[src/rtl/uart_tx_ctrl.sv]
// uart_tx_ctrl: transmit-side UART sequencer.
// Sends start, 8 data bits LSB first, an optional parity bit and a stop bit.
// Each bit is timed by an internal baud counter. The parity value comes from
// an external registered parity generator, which is driven through
// parity_load/parity_data and answers on parity_in.
// Every output is registered. Each output register is loaded with the value
// that belongs to the state being entered on that clock edge.
module uart_tx_ctrl #(
    parameter int CLKS_PER_BIT = 16,
    parameter int PARITY_EN    = 1,
    parameter int PARITY_ODD   = 0
) (
    input  logic       clk,
    input  logic       reset,
    input  logic       tx_start,
    input  logic [7:0] tx_data,
    output logic       parity_load,
    output logic [7:0] parity_data,
    input  logic       parity_in,
    output logic       tx_out,
    output logic       tx_busy,
    output logic       tx_done
);

    localparam int CNT_W = (CLKS_PER_BIT > 1) ? $clog2(CLKS_PER_BIT) : 1;
    localparam logic [CNT_W-1:0] CNT_LAST = CNT_W'(CLKS_PER_BIT - 1);
    localparam logic PAR_INV = (PARITY_ODD != 0);

    typedef enum logic [2:0] {
        IDLE,
        START,
        DATA,
        PARITY,
        STOP
    } state_t;

    state_t           state;
    state_t           state_nxt;
    logic [CNT_W-1:0] baud_cnt;
    logic [CNT_W-1:0] baud_cnt_nxt;
    logic [2:0]       bit_idx;
    logic [2:0]       bit_idx_nxt;
    logic [7:0]       parity_data_nxt;
    logic             parity_load_nxt;
    logic             tx_out_nxt;
    logic             tx_busy_nxt;
    logic             tx_done_nxt;
    logic             bit_end;

    assign bit_end = (baud_cnt == CNT_LAST);

    // State, counters and all registered outputs. Reset forces the line high at once.
    always_ff @(posedge clk or posedge reset) begin
        if (reset) begin
            state       <= IDLE;
            baud_cnt    <= '0;
            bit_idx     <= '0;
            parity_data <= '0;
            parity_load <= 1'b0;
            tx_out      <= 1'b1;
            tx_busy     <= 1'b0;
            tx_done     <= 1'b0;
        end else begin
            state       <= state_nxt;
            baud_cnt    <= baud_cnt_nxt;
            bit_idx     <= bit_idx_nxt;
            parity_data <= parity_data_nxt;
            parity_load <= parity_load_nxt;
            tx_out      <= tx_out_nxt;
            tx_busy     <= tx_busy_nxt;
            tx_done     <= tx_done_nxt;
        end
    end

    // Next-state sequencing. Output values are derived from the state being entered.
    always_comb begin
        state_nxt       = state;
        baud_cnt_nxt    = baud_cnt;
        bit_idx_nxt     = bit_idx;
        parity_data_nxt = parity_data;
        parity_load_nxt = 1'b0;
        tx_done_nxt     = 1'b0;
        tx_out_nxt      = 1'b1;
        tx_busy_nxt     = 1'b0;

        // In any non-idle state the baud counter runs and wraps at each bit end.
        if (state != IDLE) begin
            baud_cnt_nxt = bit_end ? '0 : baud_cnt + 1'b1;
        end

        case (state)
            IDLE: begin
                baud_cnt_nxt = '0;
                bit_idx_nxt  = '0;
                if (tx_start) begin
                    state_nxt       = START;
                    parity_data_nxt = tx_data;
                    parity_load_nxt = 1'b1;
                end
            end
            START: begin
                if (bit_end) begin
                    state_nxt   = DATA;
                    bit_idx_nxt = '0;
                end
            end
            DATA: begin
                if (bit_end) begin
                    bit_idx_nxt = bit_idx + 3'd1;
                    if (bit_idx == 3'd7) begin
                        state_nxt = (PARITY_EN != 0) ? PARITY : STOP;
                    end
                end
            end
            PARITY: begin
                if (bit_end) begin
                    state_nxt = STOP;
                end
            end
            STOP: begin
                if (bit_end) begin
                    state_nxt   = IDLE;
                    tx_done_nxt = 1'b1;
                end
            end
            default: begin
                state_nxt = IDLE;
            end
        endcase

        // The parity bit takes parity_in live. That value settles long before the parity state.
        case (state_nxt)
            IDLE:    tx_out_nxt = 1'b1;
            START:   tx_out_nxt = 1'b0;
            DATA:    tx_out_nxt = parity_data_nxt[bit_idx_nxt];
            PARITY:  tx_out_nxt = parity_in ^ PAR_INV;
            STOP:    tx_out_nxt = 1'b1;
            default: tx_out_nxt = 1'b1;
        endcase

        tx_busy_nxt = (state_nxt != IDLE);
    end

endmodule

[config.mk]
export PLATFORM = sky130hd
export DESIGN_NAME = uart_tx_ctrl
export DESIGN_NICKNAME = d
export VERILOG_FILES = /design/src/rtl/uart_tx_ctrl.sv
export SDC_FILE = /design/constraint.sdc
export NUM_CORES = 1
export LEC_CHECK = 0
export CAP_MARGIN = 10
export CORE_MARGIN = 4
export CORE_UTILIZATION = 45
export CTS_BUF_LIST = sky130_fd_sc_hd__clkbuf_16
export DETAILED_ROUTE_END_ITERATION = 7
export GPL_TIMING_DRIVEN = 0
export MAX_ROUTING_LAYER = met4
export PLACE_DENSITY = 0.74
export SYNTH_ARGS = -nofsm -noshare
export SYNTH_HDL_FRONTEND = slang
export SYNTH_SLANG_ARGS = --single-unit
[constraint.sdc]
create_clock -name clk -period 2.68 [get_ports clk]
set_input_delay 0.536 -clock clk [delete_from_list [all_inputs] [get_ports clk]]
set_output_delay 0.536 -clock clk [all_outputs]
set_load 0.02 [all_outputs]
# Yosys cells after proc, flatten, opt, wreduce, memory -nomap -nowiden

Index checks and enable logic that the tools add are counted.

Bits in registers: 22
Output and inout port bits: 12

Add/sub/neg operators: 2
Order comparisons: 1
Eq/ne operators: 9
Mux-type cells: 22
Reductions and logical operators: 4

Operator list:

| cell                                                | number |
|---|---|
| two-way mux 3 bit                                   | 8 |
| two-way mux 8 bit                                   | 2 |
| one-hot mux 3 bit (5 select lines)                  | 1 |
| == test 3 x 2 -> 1 bit (second input constant)      | 4 |
| two-way mux 4 bit                                   | 3 |
| one-hot mux 3 bit (3 select lines)                  | 1 |
| == test 3 x 1 -> 1 bit (second input constant)      | 2 |
| == test 3 bit (second input constant)               | 2 |
| nonzero test 3 bit                                  | 2 |
| two-way mux 1 bit                                   | 5 |
| adder 4 x 1 -> 4 bit (second input constant)        | 1 |
| == test 4 bit (second input constant)               | 1 |
| < comparator 3 x 4 -> 1 bit (second input constant) | 1 |
| adder 3 x 1 -> 3 bit (second input constant)        | 1 |
| binary-select mux 1 bit (select 3 bit)              | 1 |
| logical NOT 3 bit                                   | 1 |
| one-hot mux 1 bit (3 select lines)                  | 1 |
| nonzero test 2 bit                                  | 1 |

# Logic depth before layout (Yosys ltp)

Word-level depth: 6
Gate-level depth with buffers: 11
Gate-level depth less buffers: 10

# Worst setup path before layout

OpenSTA, ideal clock, no wires.

Kind: register to register
Start point: register baud_cnt[0]
End point: register tx_out
Library setup time: 0.092 ns
Arrival: 2.244 ns
Slack: 0.344 ns
Cell stages (with the launch flop): 12
Path buffers: 1
Cell sequence: dfrtp_1 -> ha_1 -> and3_1 -> buf_6 -> inv_4 -> ha_1 -> nor4b_1 -> a31oi_1 -> nand2_1 -> mux2_1 -> o221ai_2 -> a41oi_2

Word-level cells in the longest chain between the ends: 6
Elaborated cells on any way between the ends: 15
Classes of those cells: 4 x eq/ne; 11 x mux

RTL lines:

| item                                        | line     | RTL |
|---|---|---|
| from (decl)                                 | 39       | `logic [CNT_W-1:0] baud_cnt;` |
| from (signal assigned)                      | 65       | `baud_cnt <= baud_cnt_nxt;` |
| == test 4 bit (*)                           | 50       | `assign bit_end = (baud_cnt == CNT_LAST);` |
| two-way mux 3 bit, on equally long branches | 108, 102 |  |
| one-hot mux 3 bit (3 select lines) (*)      | 91       | `case (state)` |
| named net bit_idx_nxt[0]                    | 42       | `logic [2:0] bit_idx_nxt;` |
| binary-select mux 1 bit (select 3 bit) (*)  | 135      | `DATA: tx_out_nxt = parity_data_nxt[bit_idx_nxt];` |
| two-way mux 1 bit (implied by the code) (*) | 135      |  |
| one-hot mux 1 bit (3 select lines) (*)      | 132      | `case (state_nxt)` |
| named net tx_out_nxt                        | 45       | `logic tx_out_nxt;` |
| to (signal assigned)                        | 69       | `tx_out <= tx_out_nxt;` |
| to (decl)                                   | 20       | `output logic tx_out,` |

Mark *: on every way through the listed nets, which the timed path passes. The rest lies on a longest branch. The select of a mux whose other input is x is not followed.
A chain may end at the register's enable or synchronous reset.

# Final worst setup path

Same ends and word-level chain as after synthesis.

==> out/metrics.cfg <==
[layout]
nFillCells=189
regArea_um2=552
layout_common_cells=clkdlybuf4s50_1 (23), dfrtp_1 (21), mux2_2 (7)
final_common_cell=clkdlybuf4s50_1
fin_nets=137
drive_gt1_share_pct=22.5
area_growth_pct=32.2
instances_no_fill=148
multi_input_area_um2=504
n_antenna_cell=0

[sta]
fin_ws_ns=0.214
worst_slew_pin_slew_ns=0.811
period_share_pct=92.0
min_period_ns=2.47
final-setup-viol-count=0
whs_ns=0.474
fmaxAchievable_ghz=0.406
finalHoldViolations=0
rsz0062_at_grt=false
slew_headroom_pct=45.9
drv_slew=0
tns_ns=0
skew_ns=0.00297

[setup_path]
cpPeakStageDelay_ns=0.39
cp.required_ns=2.85
crit_path_start=baud_cnt[0]
cpMostUsedCell=ha_1
cp_data_arrival_time_ns=2.64
endpoint_kind=flop
cpMaxStageDelayCell=dfrtp_1
worstSetupStartpointType=flop
path_class=reg2reg
cp_max_fo=6
path_cells=ha_1 > and3_1 > buf_6 > inv_4 > ha_1 > nor4b_2 > a31oi_1 > nand2_2 > mux2_1 > o221ai_2 > a41oi_2
worstReg2RegStart=baud_cnt[0]

[placement]
dp_hpwl_um=1590
routabilityCongestion=0.717
place_inst=144
dp_slack_ns=0.128
port_buffers=23

[synthesis]
netlist_instances=93
avgSynthCellArea_um2=11.8
async_flop_share_pct=100
synth_nets=109
synth.yosys.warnings=0
synth_cell_type_count=45
mappedNetlistArea_mm2=0.00110
yosys_register_bits=22
synthFlopType=dfrtp_1
synth_edf_count=0
yosysSeqAreaShare_pct=50.3

[die]
start_util_pct=48.6
core_mm2=0.00225
die_x_um=57.4
num_rows=17
die-height_um=57.4
dieArea_mm2=0.00329
ios=24

[clock_tree]
path_clk_slew_ns=0.05
cts-htree-levels=1
cts_resized=0
ctsHoldBuffers=0
clock_latency_ns=0.25
cts_sinks=22
numCtsBuffers=3
cts_tree=done
root_buffer=clkbuf_16
post-cts-setup-buffer-count=0
max-clock-path-buffers=2

[hold_path]
hold_class=reg2reg
hold_start=baud_cnt[0]

[global_routing]
gr-total-overflow=0
grt_pass1_vias=837
grt_pass1_wl_um=3890
grt.total_usage_pct=16.0
grt_max_degree=23
antenna_found_initial=0

[pwr]
p_per_area_mw_per_mm2=1070
p_leak_nw=0.625
ir_drop_mv=0.722

[drt]
drc=0
vias=790
drt_first_pass_iters=4
wl_per_cell_um=14.7
ant_nets=0
first_iter_violations=2
wl_um=2170
viasPerCell=5.34

[job]
maxCapViolations=0

[status]
outcome=completed

-- final timing paths --
path / to / slack, ns / cells after the start
setup / recovery: tx_out / 0.21 / 11
hold / removal: baud_cnt[0] / 0.47 / 1
setup reg to reg: tx_out / 0.21 / 11
hold reg to reg: baud_cnt[0] / 0.47 / 1
max in group asynchronous: baud_cnt[2] / 1.44 / 2
min in group asynchronous: parity_data[4] / 0.74 / 2
-- kinds of logic after synthesis --
group           after synthesis  synth area share (%)
buf+inv                       9                  4.45
flops                        22                  50.3
compound gates               16                  12.1
xor+xnor                      3                  2.40
mux                          12                  12.1
simple gates                 26                  13.0
fa+ha+maj                     5                  5.59
-- worst max-delay path, delay by kind of cell, from the launching register on --
| kind | cells | cell delay (ns) |
|---|---|---|
| multiplexers | 1 | 0.36 |
| AND/OR/NAND/NOR | 3 | 0.58 |
| flip-flops | 1 | 0.39 |
| buffers and inverters | 2 | 0.19 |
| AO/OA/AOI/OAI | 3 | 0.39 |
| adder cells (fa/ha/maj) | 2 | 0.46 |
-- cells in the mapped netlist, types with 2 or more instances --
cell type | instances | share of area (%)
mux2_2 | 7 | 7.2
mux2i_1 | 2 | 1.8
xnor2_1 | 2 | 1.6
inv_1 | 3 | 1.0
dfrtp_1 | 21 | 48
nand3_1 | 2 | 0.91
mux2_1 | 3 | 3.1
nand2_1 | 6 | 2.1
nor2_1 | 6 | 2.1
a21o_1 | 2 | 1.4
nor3_1 | 2 | 0.91
ha_1 | 4 | 4.6
-- power by group --
group / total [W] / internal [W] / leakage, nW / switching [W]
registers: 0.000547 / 0.000465 / 0.271 / 0.0000820
clock network: 0.000312 / 0.000199 / 0.0423 / 0.000113
logic: 0.000696 / 0.000345 / 0.312 / 0.000351
-- flip-flops by register name (all words and copies together) (netlist names) --
name and count:
baud_cnt 4, state 3, parity_load 1, tx_busy 1, tx_out 1, bit_idx 3, tx_done 1, parity_data 8
-- routing by layer --
layer  GRT usage [%]  up-vias  wire length [um]
met5               -        -                 0
met4            7.95        0                48
met3            3.39        5                75
met2            24.5       21              1070
met1            19.9      379               978
li1                -      385                 -
-- layout make-up --
cell class                      count  area share (%)
Buffer                              4            1.90
Tap cell                           28            2.42
Sequential cell                    22            38.1
Timing Repair Buffer               23            15.9
Multi-Input combinational cell     62            34.8
Clock buffer                        3            5.18
Clock inverter                      1           0.259
Inverter                            5            1.47
-- metrics by stage --
| stage | area, um2 | utilization (%) | power (W) |
|---|---|---|---|
| floorplan | 1100 | - | 0.000991 |
| global placement | 1360 | 60.4 | 0.00122 |
| detailed placement | 1360 | 60.4 | 0.00124 |
| CTS | 1440 | 63.9 | 0.00156 |
| global route | 1450 | 64.3 | 0.00167 |
| finish | 1450 | 64.3 | 0.00156 |
(Power assumes the default switching activity.)
==> RTL edit (same settings) <==
The parameter `CLKS_PER_BIT` goes from 16 to 32.
--- a/src/rtl/uart_tx_ctrl.sv
+++ b/src/rtl/uart_tx_ctrl.sv
@@ -8,3 +8,3 @@
 module uart_tx_ctrl #(
-    parameter int CLKS_PER_BIT = 16,
+    parameter int CLKS_PER_BIT = 32,
     parameter int PARITY_EN    = 1,
Formal check against the unedited RTL: same outputs for any inputs over 10 cycles, from zero or initial values and one cycle with reset high; that may be too few to reach the edited logic, so the function may still have changed.
==> RTL edit against the unedited design <==
Sequential share of layout area fell by 2.9 points; sequential cell count rose by 1; synthesized cell count rose by 2.2%; cell area rose by 13%; worst setup slack got worse by 0.081 ns; wire length rose by 12%; non-clock buffer count rose by 6; via count rose by 11%; area after synthesis rose by 5.9%; critical path type unchanged; largest cell class is now multi-input gates.
Power is not compared: it rests on default switching activity, and its combinational part moved more than twofold at a synthesized area within 25%.
==> RTL edit: results (changes against the unedited design) <==
run status=finished, final reports clean; routing usage on met2=27.3% (+2.8 points); power share of the combinational group=3.4%; worst path arrival time=2.70 ns (+0.06 ns); Synth Area in XOR/XNOR=2.26% (-0.13 points); ratio of cells with drive above 1 in the final layout=30.8% (+8.3 points); area grow syn2layout=41.3%; worst setup margin=0.134 ns (-0.0807 ns); Synth cell types=34 (-24%); total power draw=~0.00069 W; Worst-Margin Slew=0.880 ns (+0.0696 ns); Non-Filler Instances=160 (+8.1%); Post-Synth Adder-Cell Area=6.47% (+0.87 points); crit-path max cell delay=0.36 ns (-0.03 ns); M1 GR Usage=20.1% (+0.20 points); maximum number of pins on one net before global-route repair=24 (+4.3%); syn nets=113 (+3.7%); Worst Reg-to-Reg Cells=12 (+1); post-synthesis sequential area ratio=49.7% (-0.67 points); Post-DP Area=0.00143 mm² (+5.0%); worst reg2reg startpoint=baud_cnt[1]; routing usage on met3=2.85% (-0.54 points); top cells by area, synth=dfrtp_1, mux2_2, ha_1; Met2 Wirelength=1250 µm (+17%); first-pass GRT wire length=4120 µm (+5.9%); DR iter-0 viols=14 (+12); H-tree lvl count=1 (unchanged); met1 WL=1020 µm (+4.2%); biggest regs=parity_data: 8 flops, baud_cnt: 5 flops; Compound-Gate Fraction of Synth Area=11.3% (-0.79 points); Final #Nets=149 (+8.8%); Total GRT Usage=16.2% (+0.15 points); initial antenna violation count=0 (unchanged); WL met3=147 µm (+96%); via count=880 (+11%); multiplexer share of the synthesized area=11.2% (-0.89 points); cell family with most CP delay=compound AO/OA/AOI/OAI gates; drt wl/cell=15.2 µm (+3.6%); Clock Skews=0.00264 ns (-0.000324 ns); top cells by count, synth=dfrtp_1, mux2_2, ha_1, nand2_1; dpl hpwl=1620 µm (+2.2%); syn avg cell area=12.2 µm² (+3.7%); Critical Path Fanout Max=5 (-1); pre-CTS setup slack=-0.170 ns (-0.298 ns); final RePlAce weighted congestion=0.818 (+14%); number of global-route vias before repair=902 (+7.8%)
[RTL edit: cell types whose count changed after synthesis, moves of 2 or more]
| cell | unedited run | this run |
|---|---|---|
| mux2i_1 | 2 | 4 |
| a21o_1 | 2 | 0 |
| mux2_1 | 3 | 0 |
| ha_1 | 4 | 6 |
| a22oi_1 | 0 | 3 |
| a211oi_1 | 0 | 3 |
| o21ai_0 | 1 | 4 |
| inv_1 | 3 | 5 |
[RTL edit: cell families (layout without fill, tap and decap cells)]
group	after synthesis	after routing
AND/OR/NAND/NOR	27	27
flip-flops	23	23
AO/OA/AOI/OAI	16	16
multiplexers	12	12
buffers and inverters	8	43
adder cells (fa/ha/maj)	6	6
XOR/XNOR	3	3
[RTL edit: area by class of cell]
class / count / area, µm²
tap: 30 / 37.5
sequential: 23 / 577
clock buffer: 3 / 75.1
clock inverter: 1 / 5.00
timing repair buffer: 31 / 294
fill: 188 / 837
inverter: 6 / 22.5
buffer: 2 / 18.8
multi-input combinational: 64 / 611
[RTL edit: worst min path at each step]
stage / start / to / slack (ns) / depth (start not counted)
6_report: parity_data[1] / parity_data[1] / 0.54 / 1
3_3_place_gp: baud_cnt[0] / baud_cnt[0] / 0.45 / 1
4_1_cts: baud_cnt[0] / baud_cnt[0] / 0.48 / 1
5_1_grt: parity_data[1] / parity_data[1] / 0.57 / 1
3_5_place_dp: baud_cnt[0] / baud_cnt[0] / 0.47 / 1
2_1_floorplan: baud_cnt[0] / baud_cnt[0] / 0.44 / 1
[RTL edit: repair_timing]
| item | 4_1_cts | 5_1_grt |
|---|---|---|
| pin swaps | 1 | 5 |
| gates cloned | 0 | 0 |
| buffers inserted | 2 | 6 |
| resized for setup | 7 | 8 |
| endpoints found under the setup margin | 1 | 1 |
| endpoints found under the hold margin | 0 | 0 |
